$ cat config.mk
export PLATFORM = sky130hd
export DESIGN_NAME = mem_access_unit
export DESIGN_NICKNAME = d
export VERILOG_FILES = /design/src/rtl/mem_access_unit.sv
export SDC_FILE = /design/constraint.sdc
export NUM_CORES = 1
export LEC_CHECK = 0
export ABC_AREA = 1
export CELL_PAD_IN_SITES_DETAIL_PLACEMENT = 1
export CELL_PAD_IN_SITES_GLOBAL_PLACEMENT = 1
export CORE_UTILIZATION = 29
export DETAILED_ROUTE_END_ITERATION = 16
export GPL_ROUTABILITY_DRIVEN = 1
export GPL_TIMING_DRIVEN = 0
export PLACE_DENSITY_LB_ADDON = 0.1
export SYNTH_ARGS = -nofsm -noshare
export SYNTH_HDL_FRONTEND = slang
export SYNTH_SLANG_ARGS = --single-unit
$ cat constraint.sdc
create_clock -name clk -period 2.2 [get_ports clk]
set_input_delay 0.33 -clock clk [delete_from_list [all_inputs] [get_ports clk]]
set_output_delay 0.33 -clock clk [all_outputs]
set_load 0.01 [all_outputs]
$ cat src/rtl/mem_access_unit.sv
// mem_access_unit: MEM-stage data-memory access unit.
// Issues one req/ready bus transfer per load/store held in EX/MEM. It formats
// byte/half/word lanes, sign- or zero-extends load results, and stalls the
// pipeline until the bus answers or the wait budget runs out.
// Optional feature macro: MISALIGN_TRAP_EN. When defined, misaligned half/word
// accesses are trapped instead of issued.
module mem_access_unit #(
   parameter int WAIT_LIMIT = 16,
   parameter int CNT_W      = 5
) (
   input  logic        clk,
   input  logic        rst,
   input  logic        valid_in,
   input  logic [31:0] ALUResIn,
   input  logic [31:0] RS2In,
   input  logic        dm_writeIn,
   input  logic [2:0]  dm_ctrlIn,
   input  logic [1:0]  ru_data_srcIn,
   input  logic        mem_ready,
   input  logic [31:0] mem_rdata,
   output logic        mem_req,
   output logic        mem_we,
   output logic [31:0] mem_addr,
   output logic [31:0] mem_wdata,
   output logic [3:0]  mem_be,
   output logic        stall_out,
   output logic [31:0] load_data,
   output logic        load_valid,
   output logic        bus_err,
   output logic        misalign
);

   typedef enum logic [0:0] {IDLE = 1'b0, BUSY = 1'b1} state_t;

   state_t           state;
   logic [CNT_W-1:0] wait_cnt;
   logic             is_load;      // transfer in flight is a load
   logic [2:0]       ctrl_hold;    // funct3 of the transfer in flight
   logic [1:0]       offset_hold;  // byte offset of the transfer in flight

   logic access;
   logic trap;
   logic issue;
   logic timeout_now;

   // Access size: 0 = byte, 1 = half, 2 = word. Unused funct3 codes act as word.
   function automatic logic [1:0] size_of(input logic [2:0] ctrl);
      logic [1:0] s;
      case (ctrl)
         3'b000, 3'b100: s = 2'd0;
         3'b001, 3'b101: s = 2'd1;
         default:        s = 2'd2;
      endcase
      return s;
   endfunction

   // Byte enables for the addressed lanes.
   function automatic logic [3:0] lane_be(input logic [2:0] ctrl, input logic [1:0] a);
      logic [3:0] be;
      case (size_of(ctrl))
         2'd0:    be = 4'b0001 << a;
         2'd1:    be = a[1] ? 4'b1100 : 4'b0011;
         default: be = 4'b1111;
      endcase
      return be;
   endfunction

   // Store data replicated across all lanes so the byte enables pick the lane.
   function automatic logic [31:0] lane_wdata(input logic [2:0] ctrl, input logic [31:0] d);
      logic [31:0] w;
      case (size_of(ctrl))
         2'd0:    w = {4{d[7:0]}};
         2'd1:    w = {2{d[15:0]}};
         default: w = d;
      endcase
      return w;
   endfunction

   // Extract the addressed byte/half from the bus word and extend it.
   function automatic logic [31:0] format_load(input logic [2:0] ctrl, input logic [1:0] a,
                                               input logic [31:0] rdata);
      logic [31:0] shifted;
      logic [7:0]  byte_v;
      logic [15:0] half_v;
      logic [31:0] r;
      shifted = rdata >> {a, 3'b000};
      byte_v  = shifted[7:0];
      half_v  = a[1] ? rdata[31:16] : rdata[15:0];
      case (ctrl)
         3'b000:  r = {{24{byte_v[7]}}, byte_v};
         3'b100:  r = {24'h000000, byte_v};
         3'b001:  r = {{16{half_v[15]}}, half_v};
         3'b101:  r = {16'h0000, half_v};
         default: r = rdata;
      endcase
      return r;
   endfunction

`ifdef MISALIGN_TRAP_EN
   // Half needs a[0]==0, word needs a==0; bytes are always aligned.
   function automatic logic is_misaligned(input logic [2:0] ctrl, input logic [1:0] a);
      logic m;
      case (size_of(ctrl))
         2'd1:    m = a[0];
         2'd2:    m = (a != 2'b00);
         default: m = 1'b0;
      endcase
      return m;
   endfunction
`endif

   // Decode the EX/MEM request and compute the stall. The timeout cycle also
   // drops the stall so the aborted instruction leaves MEM instead of re-issuing.
   always_comb begin
      access      = valid_in & (dm_writeIn | (ru_data_srcIn == 2'b01));
`ifdef MISALIGN_TRAP_EN
      trap        = (state == IDLE) & access & is_misaligned(dm_ctrlIn, ALUResIn[1:0]);
`else
      trap        = 1'b0;
`endif
      issue       = access & ~trap;
      timeout_now = (state == BUSY) & ~mem_ready & (wait_cnt == CNT_W'(WAIT_LIMIT - 1));
      if (state == IDLE) begin
         stall_out = issue;
      end else begin
         stall_out = ~mem_ready & ~timeout_now;
      end
   end

   // Transfer FSM with all bus and result outputs registered.
   always_ff @(posedge clk) begin
      if (rst) begin
         state       <= IDLE;
         wait_cnt    <= '0;
         is_load     <= 1'b0;
         ctrl_hold   <= 3'b000;
         offset_hold <= 2'b00;
         mem_req     <= 1'b0;
         mem_we      <= 1'b0;
         mem_addr    <= 32'h0000_0000;
         mem_wdata   <= 32'h0000_0000;
         mem_be      <= 4'b0000;
         load_data   <= 32'h0000_0000;
         load_valid  <= 1'b0;
         bus_err     <= 1'b0;
         misalign    <= 1'b0;
      end else begin
         load_valid <= 1'b0;
         misalign   <= trap;
         case (state)
            IDLE: begin
               if (issue) begin
                  mem_req     <= 1'b1;
                  mem_we      <= dm_writeIn;
                  mem_addr    <= {ALUResIn[31:2], 2'b00};
                  mem_wdata   <= lane_wdata(dm_ctrlIn, RS2In);
                  mem_be      <= lane_be(dm_ctrlIn, ALUResIn[1:0]);
                  is_load     <= ~dm_writeIn;
                  ctrl_hold   <= dm_ctrlIn;
                  offset_hold <= ALUResIn[1:0];
                  wait_cnt    <= '0;
                  state       <= BUSY;
               end
            end
            BUSY: begin
               if (mem_ready) begin
                  mem_req <= 1'b0;
                  if (is_load) begin
                     load_data <= format_load(ctrl_hold, offset_hold, mem_rdata);
                  end
                  load_valid <= is_load;
                  state      <= IDLE;
               end else if (timeout_now) begin
                  mem_req    <= 1'b0;
                  bus_err    <= 1'b1;
                  load_data  <= 32'h0000_0000;
                  load_valid <= is_load;
                  state      <= IDLE;
               end else begin
                  wait_cnt <= wait_cnt + CNT_W'(1);
               end
            end
            default: begin
               state   <= IDLE;
               mem_req <= 1'b0;
            end
         endcase
      end
   end

endmodule

# After elaboration in Yosys (flattened, before gate mapping)
# Index checks and enable logic that the tools add are counted.
totals:
  reg_bits: 114
  input_bits: 106
  out_inout_bits: 106
  word_cells: 78
op_classes:
  add_sub_neg: 1
  n_eq_ne: 14
  n_shift: 2
  mux: 27
  n_bitwise: 9
  reduce_logical: 12
op_table:
  columns: ["op", "n"]
  rows:
  - ["$pmux W32 S4", 1]
  - ["$mux W32", 3]
  - ["$pmux W32 S2", 1]
  - ["$shr A32 B5 Y8", 1]
  - ["$mux W16", 1]
  - ["$mux W5", 3]
  - ["$eq A3 B3 Y1 const B", 4]
  - ["$pmux W5 S2", 1]
  - ["$mux W1", 9]
  - ["$reduce_and A3 Y1", 3]
  - ["$pmux W4 S2", 1]
  - ["$eq A3 B1 Y1 const B", 2]
  - ["$logic_not A3 Y1", 2]
  - ["$mux W2", 3]
  - ["$ne A2 B2 Y1 const B", 3]
  - ["$reduce_or A2 Y1", 3]
  - ["$add A5 B1 Y5 const B", 1]
  - ["$eq A5 B4 Y1 const B", 1]
  - ["$and A1 B1 Y1", 4]
  - ["$eq A2 B1 Y1 const B", 2]
  - ["$mux W4", 1]
  - ["$not A1 Y1", 4]
  - ["$pmux W1 S2", 2]
  - ["$pmux W2 S2", 1]
  - ["7 further kinds", 8]

# Longest topological paths before layout
depth:
  word_depth: 8
  depth_mapped: 10
  mapped_depth_nobuf: 10

# Worst setup path before layout
# OpenSTA, ideal clock, no wires.
synth_timing:
  path_type: "reg-to-reg"
  from: "reg wait_cnt[0]"
  to: "reg load_data[27]"
  setup_time_ns: 0.069
  arrival_time_ns: 1.498
  t_required_ns: 2.131
  path_slack_ns: 0.633
  stages_incl_launch_ff: 11
  n_path_buf: 1
  synth_period_minus_slack_ns: 1.567
  cell_sequence: "dfxtp_1 > ha_1 > nand2_1 > nor2_1 > ha_1 > nand3_1 > nand2_1 > inv_2 > clkbuf_1 > nand2_1 > a21oi_2"
synth_via:
  elab_chain_len: 4
synth_rtl:
  columns: ["element", "line_no", "text"]
  rows:
  - ["start, declared", "36", "logic [CNT_W-1:0] wait_cnt;"]
  - ["start signal, assigned", "180", "wait_cnt <= wait_cnt + CNT_W'(1);"]
  - ["$eq A5 B4 Y1", "122", "timeout_now = (state == BUSY) & ~mem_ready & (wait_cnt == CNT_W'(WAIT_LIMIT - 1));"]
  - ["$and A1 B1 Y1", "122", null]
  - ["$reduce_bool A2 Y1 (no line)", null, null]
  - ["$reduce_and A3 Y1 (no line)", null, null]
  - ["end signal, assigned", "169", "load_data <= format_load(ctrl_hold, offset_hold, mem_rdata);"]
  - ["end, declared", "27", "output logic [31:0] load_data,"]
# Every way passes these cells.
# A chain may end at the register's enable or synchronous reset.

# Worst setup path in the final report
layout_timing:
  from: "reg wait_cnt[0]"
  to: "out stall_out"
layout_via:
  elab_chain_len: 5
layout_rtl:
  columns: ["element", "line_no", "text"]
  rows:
  - ["$eq A5 B4 Y1", "122", null]
  - ["$and A1 B1 Y1", "122", null]
  - ["$not A1 Y1", "126", "stall_out = ~mem_ready & ~timeout_now;"]
  - ["$and A1 B1 Y1", "126", null]
  - ["$mux W1", "123", "if (state == IDLE) begin"]
  - ["end, declared", "26", "output logic stall_out,"]
# Every way passes these cells.

==> impl_metrics.env <==
export IMPL_status="complete, no violations"
export IMPL_ys_flop_type="dfxtp_1"
export IMPL_p_switching_mw=1.52
export IMPL_vias=5549
export IMPL_drt_total_wl_um=19100
export IMPL_synth_common_cells="nand2_1, dfxtp_1, a21oi_1"
export IMPL_crit_chain="ha_1, nand2_1, nor2_1, ha_1, inv_2, nand3_4, nand2_2, buf_2"
export IMPL_layoutNonFillerInstCount=1170
export IMPL_drt_iter0_drc=166
export IMPL_first_pass_iters=4
export IMPL_hold_path_class="primary input to flop"
export IMPL_ff_latch_area_um2=2280
export IMPL_rsz0062_at_grt="no"
export IMPL_layout_drive_gt1_share_pct=10.6
export IMPL_die_h_um=134
export IMPL_hpwl_um=14700
export IMPL_grt_pass1_wl_um=30300
export IMPL_fp_dieArea_um2=17900
export IMPL_cpMostUsedCell="ha_1"
export IMPL_crit_type="flop to output port"
export IMPL_maxCapViolations=0
export IMPL_syn_inst=709
export IMPL_n_fill_cell=2074
export IMPL_grtUsageTotal_pct=21.7
export IMPL_sw_frac_of_total_pct=24.8
export IMPL_ys_ff_latch=114
export IMPL_core_area_um2=16800
export IMPL_drtAntennaViolNets=0
export IMPL_slowest_delay_ns=0.34
export IMPL_netlist_area_um2=5040
export IMPL_clkTransAtPathRegs_ns=0.05
export IMPL_required_ns=1.87
export IMPL_setup_slack_ns=0.166
export IMPL_setup_viol=0
export IMPL_initial_utilization_pct=30.1
export IMPL_cp_slowest_cell="dfxtp_1"
export IMPL_final_nets=1046
export IMPL_hold_ws_ns=0.296
export IMPL_grt_pass1_vias=5879
export IMPL_ff2ff_setup_slack_ns=0.31
export IMPL_postCtsHoldBufs=0
export IMPL_port_buffers=207
export IMPL_rows=47
export IMPL_dp_cells=1138
export IMPL_p_comb_share_pct=15.2
export IMPL_place_ws_ns=-0.144
export IMPL_drcViolationCount=0
export IMPL_ys_warn_count=0
export IMPL_multi_input_area_um2=2340
export IMPL_place_gp_congestion=0.809
export IMPL_grt_max_degree=17
export IMPL_tightestPinTransition_ns=0.607
export IMPL_yosysTopAreaCellShare_pct=45.3
export IMPL_finalPower_mw=6.10
export IMPL_p_per_area_nw_per_um2=759
export IMPL_post_drt_wl_per_cell_um=16.3
export IMPL_post_synth_cell_area_avg_um2=7.10
export IMPL_synth_edf_count=0
export IMPL_cts_sinks=114
export IMPL_io_pins=212
export IMPL_leakagePower_nw=3.31
export IMPL_via_per_inst=4.74
export IMPL_cts_tree="built"
export IMPL_period_needed_ns=2.03
export IMPL_antenna_found_initial=0
export IMPL_die_w_um=134
export IMPL_cp_end_kind="output port"
export IMPL_finClkSkew_ns=0.00759
export IMPL_p_int_mw=4.59
export IMPL_synth_most_common_cell="nand2_1"
export IMPL_yosys_area_top_type="dfxtp_1"
export IMPL_async_flop_share_pct=0
export IMPL_insertedDiodeCount=0
export IMPL_yosysSeqAreaShare_pct=45.3
export IMPL_worst_ir_drop_vdd_v=0.000537
export IMPL_period_share_pct=92.5
export IMPL_synth_area_top_cells="dfxtp_1, nand2_1, a21oi_1"
export IMPL_slew_viol_final=0
export IMPL_critical_path_max_fanout=5
export IMPL_timing_fmax_ghz=0.492
export IMPL_htreeDepth=4
export IMPL_grt_overflow_total=0
export IMPL_clkLatencyLatePin_ns=0.42
export IMPL_start_kind="flop"
export IMPL_synth_cell_types=29
export IMPL_numCtsBuffers=17
export IMPL_cp_arrival_ns=1.70
export IMPL_clock_path_buffers=2
export IMPL_pwr_share_seq_pct=36.3
export IMPL_syn2layout_area_growth_pct=59.5
export IMPL_relSlewSlack_pct=59.5
export IMPL_cts_root_buffer="clkbuf_16"
export IMPL_clkPwrFrac_pct=48.5
export IMPL_hold_viol=0
==> layout by cell type, fill, tap and decap left out, types with 10 or more instances in the layout <==
master / count
a21oi_1: 63
dfxtp_1: 114
o21ai_1: 21
nor2_1: 50
nand2_2: 15
clkbuf_1: 11
a31oi_1: 12
inv_2: 10
clkdlybuf4s50_1: 206
clkbuf_16: 17
a21oi_2: 11
o21ai_0: 19
nand3_1: 59
nand2_1: 217
inv_1: 44
buf_2: 20
==> power by group through the flow <==
stage	sequential (mW)	clock [mW]	combinational, mW
CTS	2.21	3.02	0.934
detailed placement	2.26	0	0.924
floorplan	2.29	0	0.385
global placement	2.25	0	0.906
global route	2.22	3.12	1.01
finish	2.21	2.96	0.925
==> area by class of cell <==
| type | instances | area share [%] |
|---|---|---|
| buffer | 43 | 2.93 |
| clock buffer | 22 | 5.90 |
| clock inverter | 9 | 1.90 |
| inverter | 54 | 2.52 |
| multi-input combinational | 500 | 29.1 |
| sequential | 114 | 28.4 |
| tap | 220 | 3.43 |
| timing repair buffer | 208 | 25.8 |
==> critical path, delay by kind of cell, from the launching register on <==
| family | cells | cell delay, ns |
|---|---|---|
| adders and majority gates | 2 | 0.42 |
| DFF | 1 | 0.34 |
| and+or+nand+nor | 4 | 0.31 |
| buffers and inverters | 2 | 0.23 |
==> what timing repair did <==
action / CTS / global route
pin swaps: 2 / 0
buffers inserted: 1 / 0
gates resized for setup: 5 / 3
setup endpoints to repair: 1 / 1
endpoints found under the hold margin: 0 / 0
==> worst paths after layout <==
kind	start	to	cells past startpoint
max	wait_cnt[0]$_SDFFE_PP0P_	stall_out	8
min	rst	mem_wdata[16]$_SDFFE_PP0P_	2
min reg2reg	mem_addr[15]$_SDFFE_PP0P_	mem_addr[15]$_SDFFE_PP0P_	2
max reg2reg	wait_cnt[0]$_SDFFE_PP0P_	load_data[26]$_SDFFE_PP0P_	10
==> registers in the layout, indices dropped and copies added, names as in the netlist, 2 cells and up <==
| signal | cells |
|---|---|
| mem_be | 4 |
| load_data | 32 |
| mem_wdata | 32 |
| mem_addr | 30 |
| wait_cnt | 5 |
| ctrl_hold | 3 |
| offset_hold | 2 |
==> routing by layer <==
layer	vias up	wire length, um	part of all wire [%]	track usage [%]
li1	2748	-	-	-
met1	2613	7910	41	24.5
met2	167	9400	49	37.8
met3	21	1570	8.2	8.09
met4	0	230	1.2	6.25
met5	-	0	0	0
==> kinds of logic (layout without fill, tap and decap cells) <==
kind of cell	Yosys count	in the layout	synth area share (%)
simple gates	355	355	29.8
compound gates	140	140	15.6
flops	114	114	45.3
buf+inv	97	336	8.69
fa+ha+maj	2	2	0.497
other cells	1	3	0.0744
==> metrics by stage <==
step                      utilization [%]  cell area, um2  TNS (ns)
after global placement               44.1            7390    -0.128
final                                48.0            8040         0
after CTS                            47.9            8040         0
after floorplan                         -            5040         0
after detailed placement             44.1            7390    -0.144
after global routing                 48.0            8040         0
Note: power is estimated with default switching activity, not from simulation.
